$ cat src/rtl/mc_control_fsm_if.sv
// Control bus between the multicycle main controller and the MIPS datapath.
// The controller is the master: it consumes en/opcode and drives every strobe and select.
interface mc_control_fsm_if;
  logic       en;
  logic [5:0] opcode;
  logic [1:0] alu_op;
  logic       alu_src_a;
  logic [1:0] alu_src_b;
  logic       pc_write;
  logic       pc_write_cond;
  logic [1:0] pc_source;
  logic       i_or_d;
  logic       mem_read;
  logic       mem_write;
  logic       ir_write;
  logic       mem_to_reg;
  logic       reg_dst;
  logic       reg_write;
  logic [3:0] state;
  logic       illegal_op;

  modport master (
    input  en, opcode,
    output alu_op, alu_src_a, alu_src_b, pc_write, pc_write_cond, pc_source,
           i_or_d, mem_read, mem_write, ir_write, mem_to_reg, reg_dst, reg_write,
           state, illegal_op
  );

  modport slave (
    output en, opcode,
    input  alu_op, alu_src_a, alu_src_b, pc_write, pc_write_cond, pc_source,
           i_or_d, mem_read, mem_write, ir_write, mem_to_reg, reg_dst, reg_write,
           state, illegal_op
  );
endinterface

$ cat src/rtl/mc_control_fsm.sv
// Multicycle MIPS main control: sequences fetch/decode/execute/memory/writeback
// and drives the datapath strobes as a Moore decode of the current state.
module mc_control_fsm #(
  parameter logic [5:0] OP_RTYPE = 6'b000000,
  parameter logic [5:0] OP_LW    = 6'b100011,
  parameter logic [5:0] OP_SW    = 6'b101011,
  parameter logic [5:0] OP_BEQ   = 6'b000100,
  parameter logic [5:0] OP_J     = 6'b000010,
  parameter logic [5:0] OP_ADDI  = 6'b001000
) (
  input  logic                clk,
  input  logic                rst_n,
  mc_control_fsm_if.master    bus
);

  typedef enum logic [3:0] {
    FETCH  = 4'd0,
    DECODE = 4'd1,
    MEMADR = 4'd2,
    MEMRD  = 4'd3,
    MEMWB  = 4'd4,
    MEMWR  = 4'd5,
    EXEC   = 4'd6,
    ALUWB  = 4'd7,
    BRANCH = 4'd8,
    JUMP   = 4'd9,
    ADDIEX = 4'd10,
    ADDIWB = 4'd11
  } state_e;

  typedef struct packed {
    logic [1:0] alu_op;
    logic       alu_src_a;
    logic [1:0] alu_src_b;
    logic       pc_write;
    logic       pc_write_cond;
    logic [1:0] pc_source;
    logic       i_or_d;
    logic       mem_read;
    logic       mem_write;
    logic       ir_write;
    logic       mem_to_reg;
    logic       reg_dst;
    logic       reg_write;
  } ctrl_t;

  state_e state_q, state_d;
  ctrl_t  ctrl_q, ctrl_d;
  logic   illegal_q, illegal_d;
  ctrl_t  ctrl_out;

  function automatic ctrl_t decode(input state_e s);
    ctrl_t c;
    c = '0;
    case (s)
      FETCH: begin
        c.mem_read  = 1'b1;
        c.ir_write  = 1'b1;
        c.alu_src_b = 2'b01;
        c.pc_write  = 1'b1;
      end
      DECODE: c.alu_src_b = 2'b11;
      MEMADR: begin
        c.alu_src_a = 1'b1;
        c.alu_src_b = 2'b10;
      end
      MEMRD: begin
        c.mem_read = 1'b1;
        c.i_or_d   = 1'b1;
      end
      MEMWB: begin
        c.reg_write  = 1'b1;
        c.mem_to_reg = 1'b1;
      end
      MEMWR: begin
        c.mem_write = 1'b1;
        c.i_or_d    = 1'b1;
      end
      EXEC: begin
        c.alu_src_a = 1'b1;
        c.alu_op    = 2'b10;
      end
      ALUWB: begin
        c.reg_write = 1'b1;
        c.reg_dst   = 1'b1;
      end
      BRANCH: begin
        c.alu_src_a     = 1'b1;
        c.alu_op        = 2'b01;
        c.pc_write_cond = 1'b1;
        c.pc_source     = 2'b01;
      end
      JUMP: begin
        c.pc_write  = 1'b1;
        c.pc_source = 2'b10;
      end
      ADDIEX: begin
        c.alu_src_a = 1'b1;
        c.alu_src_b = 2'b10;
      end
      ADDIWB: c.reg_write = 1'b1;
      default: c = '0;
    endcase
    return c;
  endfunction

  // Opcode is only looked at in DECODE and MEMADR; the IR is stable after FETCH.
  always_comb begin
    state_d   = state_q;
    illegal_d = illegal_q;
    if (bus.en) begin
      case (state_q)
        FETCH:  state_d = DECODE;
        DECODE: begin
          case (bus.opcode)
            OP_LW, OP_SW: state_d = MEMADR;
            OP_RTYPE:     state_d = EXEC;
            OP_BEQ:       state_d = BRANCH;
            OP_J:         state_d = JUMP;
            OP_ADDI:      state_d = ADDIEX;
            default: begin
              state_d   = FETCH;
              illegal_d = 1'b1;
            end
          endcase
        end
        MEMADR: begin
          if (bus.opcode == OP_LW)      state_d = MEMRD;
          else if (bus.opcode == OP_SW) state_d = MEMWR;
          else                          state_d = FETCH;
        end
        MEMRD:  state_d = MEMWB;
        EXEC:   state_d = ALUWB;
        ADDIEX: state_d = ADDIWB;
        default: state_d = FETCH;
      endcase
    end
    ctrl_d = decode(state_d);
  end

  // Outputs are registered from the next-state decode, so ctrl_q always equals
  // decode(state_q); the reset value is the FETCH decode for the cycle after release.
  always_ff @(posedge clk or negedge rst_n) begin
    if (!rst_n) begin
      state_q   <= FETCH;
      ctrl_q    <= decode(FETCH);
      illegal_q <= 1'b0;
    end else begin
      state_q   <= state_d;
      ctrl_q    <= ctrl_d;
      illegal_q <= illegal_d;
    end
  end

  // Reset must silence every strobe and select at once, without waiting for an edge.
  assign ctrl_out = rst_n ? ctrl_q : '0;

  assign bus.alu_op        = ctrl_out.alu_op;
  assign bus.alu_src_a     = ctrl_out.alu_src_a;
  assign bus.alu_src_b     = ctrl_out.alu_src_b;
  assign bus.pc_write      = ctrl_out.pc_write;
  assign bus.pc_write_cond = ctrl_out.pc_write_cond;
  assign bus.pc_source     = ctrl_out.pc_source;
  assign bus.i_or_d        = ctrl_out.i_or_d;
  assign bus.mem_read      = ctrl_out.mem_read;
  assign bus.mem_write     = ctrl_out.mem_write;
  assign bus.ir_write      = ctrl_out.ir_write;
  assign bus.mem_to_reg    = ctrl_out.mem_to_reg;
  assign bus.reg_dst       = ctrl_out.reg_dst;
  assign bus.reg_write     = ctrl_out.reg_write;
  assign bus.state         = state_q;
  assign bus.illegal_op    = illegal_q;

endmodule
$ cat src/flat_wrapper.sv
// flat-port wrapper written by rule: the top's interface ports become plain ports
module mc_control_fsm_flat 
#(
  parameter logic [5:0] OP_RTYPE = 6'b000000,
  parameter logic [5:0] OP_LW    = 6'b100011,
  parameter logic [5:0] OP_SW    = 6'b101011,
  parameter logic [5:0] OP_BEQ   = 6'b000100,
  parameter logic [5:0] OP_J     = 6'b000010,
  parameter logic [5:0] OP_ADDI  = 6'b001000
)
  (clk, rst_n, bus_en, bus_opcode, bus_alu_op, bus_alu_src_a, bus_alu_src_b, bus_pc_write, bus_pc_write_cond, bus_pc_source, bus_i_or_d, bus_mem_read, bus_mem_write, bus_ir_write, bus_mem_to_reg, bus_reg_dst, bus_reg_write, bus_state, bus_illegal_op);
  mc_control_fsm_if bus_i ();
  input  logic clk;
  input  logic rst_n;
  input wire logic [$bits(bus_i.en)-1:0] bus_en;
  input wire logic [$bits(bus_i.opcode)-1:0] bus_opcode;
  output wire logic [$bits(bus_i.alu_op)-1:0] bus_alu_op;
  output wire logic [$bits(bus_i.alu_src_a)-1:0] bus_alu_src_a;
  output wire logic [$bits(bus_i.alu_src_b)-1:0] bus_alu_src_b;
  output wire logic [$bits(bus_i.pc_write)-1:0] bus_pc_write;
  output wire logic [$bits(bus_i.pc_write_cond)-1:0] bus_pc_write_cond;
  output wire logic [$bits(bus_i.pc_source)-1:0] bus_pc_source;
  output wire logic [$bits(bus_i.i_or_d)-1:0] bus_i_or_d;
  output wire logic [$bits(bus_i.mem_read)-1:0] bus_mem_read;
  output wire logic [$bits(bus_i.mem_write)-1:0] bus_mem_write;
  output wire logic [$bits(bus_i.ir_write)-1:0] bus_ir_write;
  output wire logic [$bits(bus_i.mem_to_reg)-1:0] bus_mem_to_reg;
  output wire logic [$bits(bus_i.reg_dst)-1:0] bus_reg_dst;
  output wire logic [$bits(bus_i.reg_write)-1:0] bus_reg_write;
  output wire logic [$bits(bus_i.state)-1:0] bus_state;
  output wire logic [$bits(bus_i.illegal_op)-1:0] bus_illegal_op;
  assign bus_i.en = bus_en;
  assign bus_i.opcode = bus_opcode;
  assign bus_alu_op = bus_i.alu_op;
  assign bus_alu_src_a = bus_i.alu_src_a;
  assign bus_alu_src_b = bus_i.alu_src_b;
  assign bus_pc_write = bus_i.pc_write;
  assign bus_pc_write_cond = bus_i.pc_write_cond;
  assign bus_pc_source = bus_i.pc_source;
  assign bus_i_or_d = bus_i.i_or_d;
  assign bus_mem_read = bus_i.mem_read;
  assign bus_mem_write = bus_i.mem_write;
  assign bus_ir_write = bus_i.ir_write;
  assign bus_mem_to_reg = bus_i.mem_to_reg;
  assign bus_reg_dst = bus_i.reg_dst;
  assign bus_reg_write = bus_i.reg_write;
  assign bus_state = bus_i.state;
  assign bus_illegal_op = bus_i.illegal_op;
  mc_control_fsm #(.OP_RTYPE(OP_RTYPE), .OP_LW(OP_LW), .OP_SW(OP_SW), .OP_BEQ(OP_BEQ), .OP_J(OP_J), .OP_ADDI(OP_ADDI)) u_core (.clk(clk), .rst_n(rst_n), .bus(bus_i));
endmodule
$ cat config.mk
export PLATFORM = sky130hd
export DESIGN_NAME = mc_control_fsm_flat
export DESIGN_NICKNAME = d
export VERILOG_FILES = /design/src/rtl/mc_control_fsm_if.sv /design/src/rtl/mc_control_fsm.sv /design/src/flat_wrapper.sv
export SDC_FILE = /design/constraint.sdc
export NUM_CORES = 1
export LEC_CHECK = 0
export ABC_AREA = 1
export BUFFER_PORTS_ARGS = -buffer_cell sky130_fd_sc_hd__buf_2
export CORE_MARGIN = 2
export CORE_UTILIZATION = 45
export CTS_CLUSTER_SIZE = 10
export DETAILED_ROUTE_END_ITERATION = 6
export PLACE_DENSITY_LB_ADDON = 0.1
export SYNTH_ARGS = -nofsm -noshare
export SYNTH_HDL_FRONTEND = slang
export SYNTH_SLANG_ARGS = --single-unit
$ cat constraint.sdc
create_clock -name clk -period 1.43 [get_ports clk]
set_input_delay 0.143 -clock clk [delete_from_list [all_inputs] [get_ports clk]]
set_output_delay 0.143 -clock clk [all_outputs]
set_load 0.05 [all_outputs]
[Word level (Yosys, flattened, before mapping)]
Cells that the tools add are included.
Word-level totals
  bits in registers: 21
  bits of input ports: 9
  output and inout bits: 21
  word-level logic and storage cells: 68
Operators by class
  eq/ne operators: 21
  mux-type cells: 19
  bitwise operators: 1
  reduce and logical (&&, ||, !) cells: 12
Operator list (count)
  one-hot mux 4 bit (6 select lines): 1
  == test 4 x 3 -> 1 bit, second input constant: 5
  == test 4 bit, second input constant: 5
  one-hot mux 4 bit (5 select lines): 1
  == test 4 x 2 -> 1 bit, second input constant: 4
  2-to-1 mux 16 bit: 1
  == test 6 bit, second input constant: 2
  2-to-1 mux 1 bit: 10
  OR reduction 2 bit: 5
  == test 4 x 1 -> 1 bit, second input constant: 2
  logical NOT 4 bit: 2
  2-to-1 mux 4 bit: 2
  one-hot mux 2 bit (2 select lines): 2
  == test 6 x 2 -> 1 bit, second input constant: 1
  == test 6 x 3 -> 1 bit, second input constant: 1
  == test 6 x 4 -> 1 bit, second input constant: 1
  logical NOT 6 bit: 1
  one-hot mux 2 bit (3 select lines): 1
  OR reduction 6 bit: 1
  OR reduction 4 bit: 1
  2-to-1 mux 3 bit: 1
  AND reduction 3 bit: 1
  OR reduction 3 bit: 1
  inverter 1 bit: 1

[Logic depth before layout (Yosys ltp)]
Gate-level depths: netlist (run 1).
  depth in word-level cells: 8
  depth in mapped cells: 13
  gate-level depth less buffers: 13

[Worst setup path before layout (run 1)]
No wires, ideal clock.
  kind: register to register
  from: reg u_core.state_q[1], in the netlist u_core.bus.state[1]
  to: reg u_core.ctrl_q[13] (netlist bit)
  data arrival time: 1.547 ns
  required time: 1.306 ns
  slack: -0.242 ns
  cell stages (with the launch flop): 10
  period minus slack after synthesis: 1.672 ns
  path through: dfrtp_1 -> inv_1 -> nand3_1 -> nor2_1 -> nor2_1 -> nand2_2 -> a21oi_2 -> nor2_1 -> nand2_1 -> nand3_1
RTL lines
  start, declared: line mc_control_fsm.sv:47  | state_e state_q, state_d;
  start signal, assigned: line mc_control_fsm.sv:149  | state_q <= state_d;
  end signal, assigned: line mc_control_fsm.sv:146  | ctrl_q <= decode(FETCH);
  end signal, assigned: line mc_control_fsm.sv:150  | ctrl_q <= ctrl_d;
  end, declared: line mc_control_fsm.sv:48  | ctrl_t ctrl_q, ctrl_d;

==> qor_table.md, run 1 <==
| Result | Value | Unit |
|:---|:---|:---|
| Initial standard-cell utilization of the core | 48.02 | % |
| Number of buffers added by the clock tree synthesis step | 3 | - |
| Largest family of logic cells by synthesized area | simple AND/OR/NAND/NOR gates | - |
| Pins over their slew limit | 0 | - |
| Largest net degree at the start of global routing | 22 | - |
| Endpoint type of the worst setup path | flip-flop | - |
| Power density relative to cell area | 1016 | mW/mm^2 |
| Worst-margin pin slew | 0.3525 | ns |
| Final TNS setup | -0.5914 | ns |
| Required time worst endpoint | 1.67 | ns |
| Share of the clock period used by the worst path | 107.4 | % |
| Highest ir drop seen on vdd | 1.411 | mV |
| Syn Nets | 175 | - |
| Final RePlAce weighted congestion | 0.8248 | - |
| First-pass GRT wire length | 4395 | um |
| Minimum clock period after layout | 1.536 | ns |
| Starting DRC count in detailed routing | 42 | - |
| Leakage power figure | 0.0009980 | uW |
| Final critical-path setup slack | -0.1062 | ns |
| Achievable Freq | 651.0 | MHz |
| Count of warnings emitted by yosys | 0 | - |
| Die outline height | 55.88 | um |
| Row cnt | 18 | - |
| Top-level I/O count | 30 | - |
| Area of the core | 0.002522 | mm^2 |
| ANT cells | 0 | - |
| Adder-cell share of the synthesized area | 0 | % |
| Average cell area after synthesis | 7.296 | um^2 |
| R2R Path End | u_core.ctrl_q[13] | - |
| Count of endpoints failing setup in the final report | 11 | - |
| Library cells used by synthesis | 20 | - |
| Type of the tightest min-delay check | in2async | - |
| Reg2reg start | u_core.bus.state[0] | - |
| Count of maximum capacitance violations | 0 | - |
| Via-per-instance ratio | 4.582 | - |
| Fraction of the mapped netlist area in compound gates | 4.649 | % |
| Width of the chip | 55.88 | um |
| Routed wire per std cell | 11.10 | um |
| Number of sinks handled by clock tree synthesis | 20 | - |
| Buffer cell driving the clock tree root | sky130_fd_sc_hd__clkbuf_4 | - |
| Peak fanout along the critical path | 4 | - |
| Worst skew pair latency | 0.30 | ns |
| Post-Route WL | 2652 | um |
| Synth Area in XOR/XNOR | 0 | % |
| Combined global-route utilization of all metal layers | 17.64 | % |
| Area growth from synthesis to layout | 34.50 | % |
| Cell area after technology mapping | 0.001211 | mm^2 |
| Post-layout total power | 1654 | uW |
| Normalized max-slew margin | 76.50 | % |
| Maximum root-to-sink buffer count | 2 | - |
| H-tree levels | 1 | - |
| Number of antenna violations at the first check in global routing | 0 | - |
| Die footprint | 0.003123 | mm^2 |
| CTS tree | built | - |
| Drt first pass iters | 4 | - |
| Failing checks | negative setup slack | - |
| Number of hold-slack violations in the final timing report | 0 | - |
| Gate Count Post-Synth | 166 | - |
| Simple-gate area share of the yosys netlist | 39.67 | % |
| Total grt overflow | 0 | - |
| Sequential area share after synthesis | 41.74 | % |
| Worst Clk Skew | 0.005441 | ns |
| Antenna Violating Nets Remaining | 0 | - |
| Layout Nets | 219 | - |
| Post-synthesis mux area share | 0 | % |
| Signal arrival time at the worst endpoint | 1.77 | ns |
| Total number of vias | 1,095 | - |
| Start-to-end type of the worst setup path | reg2reg | - |
| Unrepaired setup endpoints after global routing | yes | - |
| Fill cell instance count of the final layout | 215 | - |
| Setup crit start kind | flip-flop | - |
| Seq cells post-synth | 20 | - |
| Fraction of layout cells with a size suffix above 1 | 53.11 | % |
| DP Wirelength | 1870 | um |
| Status | finished with violations | - |
| Clock transition at the register clock pins on the worst setup and hold paths after CTS | 0.11 | ns |
| Reg-to-reg setup timing slack | -0.11 | ns |
| Count of unresolved DRC violations after routing | 0 | - |
| Quantity of I/O buffers inserted on ports | 29 | - |
| Vias in the first global route | 1,007 | - |
| Worst r2r path cells | 10 | - |
-- cells in the final DEF, fill, tap and decap left out, drive strengths merged --
cell type and n:
buf 41, nor2 29, o21ai 3, bufinv 1
nand4 1, a21oi 3, nand2 51, dlygate4sd3 1
nand3 14, clkbuf 3, dfstp 4, o21bai 1
inv 40, or2 1, dfrtp 16
-- Yosys cell counts --
cell type / instances / share of area [%]
sky130_fd_sc_hd__dfrtp_1: 16 / 33
sky130_fd_sc_hd__nand4_1: 1 / 0.52
sky130_fd_sc_hd__clkbuf_1: 1 / 0.31
sky130_fd_sc_hd__o21bai_1: 1 / 0.62
sky130_fd_sc_hd__nand3_2: 3 / 2.5
sky130_fd_sc_hd__nand3_1: 11 / 4.5
sky130_fd_sc_hd__nand2_1: 39 / 12
sky130_fd_sc_hd__o21ai_2: 2 / 1.4
sky130_fd_sc_hd__nor2_1: 22 / 6.8
sky130_fd_sc_hd__nor2_2: 3 / 1.5
sky130_fd_sc_hd__o21ai_1: 1 / 0.41
sky130_fd_sc_hd__dfstp_2: 4 / 8.7
sky130_fd_sc_hd__or2_2: 1 / 0.52
sky130_fd_sc_hd__buf_4: 2 / 1.2
sky130_fd_sc_hd__nand2_4: 3 / 2.8
sky130_fd_sc_hd__inv_1: 34 / 11
sky130_fd_sc_hd__nor2_4: 4 / 3.7
sky130_fd_sc_hd__nand2_2: 9 / 4.6
sky130_fd_sc_hd__a21oi_2: 3 / 2.2
sky130_fd_sc_hd__inv_2: 6 / 1.9
-- sequential cells by signal (all words and copies together), names as in the netlist --
register,count
u_core.bus.state,4
u_core.ctrl_q,15
u_core.bus.illegal_op,1
-- critical path: stages, from the launching register on --
cell and delay [ns]:
sky130_fd_sc_hd__dfrtp_2 0.46, sky130_fd_sc_hd__buf_6 0.13, sky130_fd_sc_hd__nand3_4 0.08, sky130_fd_sc_hd__nor2_2 0.04
sky130_fd_sc_hd__nor2_1 0.11, sky130_fd_sc_hd__nand2_2 0.08, sky130_fd_sc_hd__a21oi_2 0.22, sky130_fd_sc_hd__nand2_2 0.14
sky130_fd_sc_hd__inv_2 0.08, sky130_fd_sc_hd__nand2_2 0.06, sky130_fd_sc_hd__nand3_1 0.08
-- through the flow --
stage / instances / hold slack, ns / util, % / cell area, um^2 / setup WS [ns]
final: 239 / 0.007212 / 64.58 / 1629 / -0.1062
after global routing: 239 / 0.01536 / 64.58 / 1629 / -0.2131
after CTS: 236 / 0.01861 / 60.96 / 1538 / -0.04198
after detailed placement: 225 / 0.1062 / 55.80 / 1408 / -0.04867
after global placement: 225 / 0.09420 / 55.80 / 1408 / -0.01977
after floorplan: 166 / -0.1526 / - / 1221 / -0.02146
-- power by group --
part	internal, uW	switching (uW)
logic	173	364
clock network	283	170
registers	637	27.3
total	1090	561
-- kinds of logic after synthesis --
family / after synthesis
AO/OA/AOI/OAI: 7
AND/OR/NAND/NOR: 96
flip-flops: 20
buffers and inverters: 43
-- worst max path at each step --
stage / slack [ns] / from / cells after the start / endpoint
after CTS: -0.04 / u_core.bus.state[3] / 10 / u_core.ctrl_q[13]
after detailed placement: -0.05 / u_core.bus.state[3] / 10 / u_core.ctrl_q[13]
final: -0.11 / u_core.bus.state[0] / 10 / u_core.ctrl_q[13]
after floorplan: -0.02 / u_core.bus.state[3] / 10 / u_core.ctrl_q[13]
after global placement: -0.02 / u_core.bus.state[3] / 10 / u_core.ctrl_q[13]
after global routing: -0.21 / u_core.bus.state[0] / 10 / u_core.ctrl_q[13]
-- per-layer routing --
metal / vias to the layer above / routed length (um) / global-route usage [%]
li1: 569 / - / -
met1: 494 / 1270 / 25.34
met2: 30 / 1212 / 27.04
met3: 2 / 160 / 5.116
met4: 0 / 10 / 3.061
met5: - / 0 / 0
-- area by class of cell --
cell class	instances	area, um^2	share of cell area [%]
Multi-Input combinational cell	103	623.1	38.25
Sequential cell	20	510.5	31.34
Timing Repair Buffer	42	252.7	15.51
Inverter	40	152.6	9.370
Tap cell	30	37.54	2.304
Clock inverter	1	30.03	1.843
Clock buffer	3	22.52	1.382
-- timing repair --
action | CTS | global route
setup endpoints to repair | 8 | 15
gates resized for setup | 8 | 23
hold buffers | 1 | 0
pin swaps | 10 | 9
hold endpoints to repair | 5 | 0
setup buffers | 6 | 4
No activity file was read; power rests on OpenSTA's default activity.
==> inputs of run 2 (changes only) <==
--- a/config.mk
+++ b/config.mk
@@ -7,11 +7,13 @@
 export LEC_CHECK = 0
 export ABC_AREA = 1
 export BUFFER_PORTS_ARGS = -buffer_cell sky130_fd_sc_hd__buf_2
+export CORE_ASPECT_RATIO = 1.25
 export CORE_MARGIN = 2
 export CORE_UTILIZATION = 45
 export CTS_CLUSTER_SIZE = 10
 export DETAILED_ROUTE_END_ITERATION = 6
 export PLACE_DENSITY_LB_ADDON = 0.1
+export SLEW_MARGIN = 20
 export SYNTH_ARGS = -nofsm -noshare
 export SYNTH_HDL_FRONTEND = slang
 export SYNTH_SLANG_ARGS = --single-unit
==> qor_table.md, run 2 (same netlist as run 1, synthesis figures left out) <==
| Result | Value | Unit | Delta |
|:---|:---|:---|:---|
| Cell depth of the worst setup path | 10 | - | unchanged |
| Number of antenna violations at the first check in global routing | 0 | - | unchanged |
| Unrepaired setup endpoints after global routing | yes | - |  |
| Routed wire per std cell | 10.99 | um | -0.98% |
| Buffer cell driving the clock tree root | sky130_fd_sc_hd__clkbuf_4 | - |  |
| Worst path cell trace | nor2_4 > nand3_2 > inv_2 > nand2_2 > nand3_4 > nand2_4 > o21ai_4 > nor2_4 > nand2_2 > nand3_2 | - |  |
| Width of the chip | 50.40 | um | -9.8% |
| Maximum root-to-sink buffer count | 2 | - | unchanged |
| Required time worst endpoint | 1.63 | ns | -0.04 ns |
| Failing checks | negative setup slack | - |  |
| Normalized max-slew margin | 75.39 | % | -1.1 points |
| Achievable Freq | 665.3 | MHz | +2.2% |
| Count of maximum capacitance violations | 0 | - | unchanged |
| Signal arrival time at the worst endpoint | 1.71 | ns | -0.06 ns |
| Vias in the first global route | 987 | - | -2.0% |
| Crit-path leading delay family | simple AND/OR/NAND/NOR gates | - |  |
| Minimum clock period after layout | 1.503 | ns | -0.03305 ns |
| Clock transition at the register clock pins on the worst setup and hold paths after CTS | 0.12 | ns | about the same |
| Fill cell instance count of the final layout | 223 | - | +3.7% |
| Worst Clk Skew | 0.007973 | ns | +0.002533 ns |
| Number of hold-slack violations in the final timing report | 0 | - | unchanged |
| Slowest cell on the critical path | sky130_fd_sc_hd__dfrtp_2 | - |  |
| CP Buf/Inv Count | 1 | - | -1 |
| Total number of vias | 1,104 | - | +0.82% |
| Final critical-path setup slack | -0.07312 | ns | +0.03305 ns |
| Final TNS setup | -0.6982 | ns | -0.1068 ns |
| Drt first pass iters | 4 | - | unchanged |
| Combined global-route utilization of all metal layers | 18.42 | % | +0.78 points |
| Max stage delay on crit path | 0.46 | ns | about the same |
| Via-per-instance ratio | 4.470 | - | -2.4% |
| Post-Route WL | 2714 | um | +2.3% |
| Endpoint type of the worst setup path | flip-flop | - |  |
| Worst r2r path cells | 10 | - | unchanged |
| H-tree levels | 1 | - | unchanged |
| Row cnt | 21 | - | +3 |
| Number of buffers added by the clock tree synthesis step | 3 | - | unchanged |
| Count of unresolved DRC violations after routing | 0 | - | unchanged |
| Total placed cells including tap cells | 230 | - | +2.2% |
| Start-to-end type of the worst setup path | reg2reg | - |  |
| Final RePlAce weighted congestion | 0.7614 | - | -7.7% |
| Setup crit start kind | flip-flop | - |  |
| Peak fanout along the critical path | 4 | - | unchanged |
| DP Wirelength | 1877 | um | +0.41% |
| Type of the tightest min-delay check | in2async | - |  |
| Worst skew pair latency | 0.31 | ns | about the same |
| Count of endpoints failing setup in the final report | 16 | - | +5 |
| Power density relative to cell area | 989.0 | mW/mm^2 | -2.6% |
| Number of sinks handled by clock tree synthesis | 20 | - | unchanged |
| Worst-margin pin slew | 0.3691 | ns | +0.01660 ns |
| Status | finished with violations | - |  |
| First-pass GRT wire length | 4257 | um | -3.1% |
| ANT cells | 0 | - | unchanged |
| Pins over their slew limit | 0 | - | unchanged |
| Highest ir drop seen on vdd | 0.7182 | mV | -49% |
| Commonest cells after routing, fill and taps aside | sky130_fd_sc_hd__nand2_1 (28), sky130_fd_sc_hd__buf_2 (28), sky130_fd_sc_hd__inv_1 (27), sky130_fd_sc_hd__nand2_2 (15) | - |  |
| Die footprint | 0.003125 | mm^2 | about the same |
| Top-level I/O count | 30 | - | unchanged |
| Share of the clock period used by the worst path | 105.1 | % | -2.3 points |
| Leakage power figure | 0.001041 | uW | +4.3% |
| Antenna Violating Nets Remaining | 0 | - | unchanged |
| Largest net degree at the start of global routing | 23 | - | +4.5% |
| Total grt overflow | 0 | - | unchanged |
| CTS tree | built | - |  |
| Largest register FFs | 15 | - | unchanged |
| Placed Area | 0.001420 | mm^2 | +0.89% |
| Design Area, Final | 0.001713 | mm^2 | +5.1% |
| Area growth from synthesis to layout | 41.43 | % |  |
| Fraction of layout cells with a size suffix above 1 | 55.87 | % | +2.8 points |
| Quantity of I/O buffers inserted on ports | 29 | - | unchanged |
| Area of the core | 0.002628 | mm^2 | +4.2% |
| Biggest register | u_core.ctrl_q | - |  |
| Initial standard-cell utilization of the core | 46.10 | % | -1.9 points |
| Count of non-filler cells in the finished layout | 247 | - | +3.3% |
| Die outline height | 62.01 | um | +11% |
| Layout Nets | 223 | - | +1.8% |
| Post-layout total power | 1694 | uW | +2.4% |
| Starting DRC count in detailed routing | 27 | - | -36% |
run 2: cell count changes in the layout (fill, tap and decap cells not counted), moves of 2 or more:
| cell | previous run | this run |
|---|---|---|
| sky130_fd_sc_hd__nand2_1 | 31 | 28 |
| sky130_fd_sc_hd__nand2_4 | 5 | 8 |
| sky130_fd_sc_hd__nor2_1 | 17 | 14 |
| sky130_fd_sc_hd__buf_4 | 10 | 14 |
| sky130_fd_sc_hd__nor2_4 | 5 | 7 |
| sky130_fd_sc_hd__inv_1 | 25 | 27 |
run 2: through the flow:
step / hold WS (ns) / setup WS (ns) / utilization (%)
final: 0.004499 / -0.07312 / 65.19
after detailed placement: 0.1101 / -0.02618 / 54.05
after global routing: 0.03027 / -0.1971 / 65.19
after floorplan: -0.1526 / -0.02146 / -
after global placement: 0.09795 / -0.01831 / 54.05
after CTS: 0.01105 / -0.03252 / 61.76
run 2: worst paths after layout:
check	startpoint	to	slack [ns]
setup / recovery	u_core.bus.state[3]	u_core.ctrl_q[13]	-0.07
hold / removal	rst_n	u_core.ctrl_q[11]	0.004
setup reg to reg	u_core.bus.state[3]	u_core.ctrl_q[13]	-0.07
hold reg to reg	u_core.bus.illegal_op	u_core.bus.illegal_op	0.50
max in group asynchronous	rst_n	u_core.ctrl_q[6]	0.72
min in group clk	bus_en	u_core.bus.illegal_op	0.28
run 2: final cells by class:
cell class	instances	area, um^2	area share [%]
Clock buffer	3	22.52	1.315
Clock inverter	1	30.03	1.753
Inverter	40	150.1	8.766
Multi-Input combinational cell	103	671.9	39.23
Sequential cell	20	510.5	29.80
Tap cell	34	42.54	2.484
Timing Repair Buffer	46	285.3	16.65
run 2: routing by layer:
metal / wire length, um / global-route usage [%] / up-vias / part of all wire [%]
met2: 1560 / 34.59 / 21 / 57
met4: 59 / 11.97 / 0 / 2.2
met3: 55 / 0 / 4 / 2.0
met5: 0 / 0 / - / 0
met1: 1038 / 21.28 / 501 / 38
li1: - / - / 578 / -
run 2: timing repair:
item                                   in CTS  in global routing
endpoints found under the hold margin       5                  0
pin swaps                                  12                 10
setup endpoints to repair                   7                 19
resized for setup                          17                 24
buffers inserted                           11                  2
hold buffers                                1                  0
run 2: where the power goes:
| part | internal [uW] | switching [uW] | leakage (uW) |
|---|---|---|---|
| Clock | 283 | 182 | 0.0000279 |
| Sequential | 637 | 23.6 | 0.000250 |
| Combinational | 191 | 376 | 0.000763 |
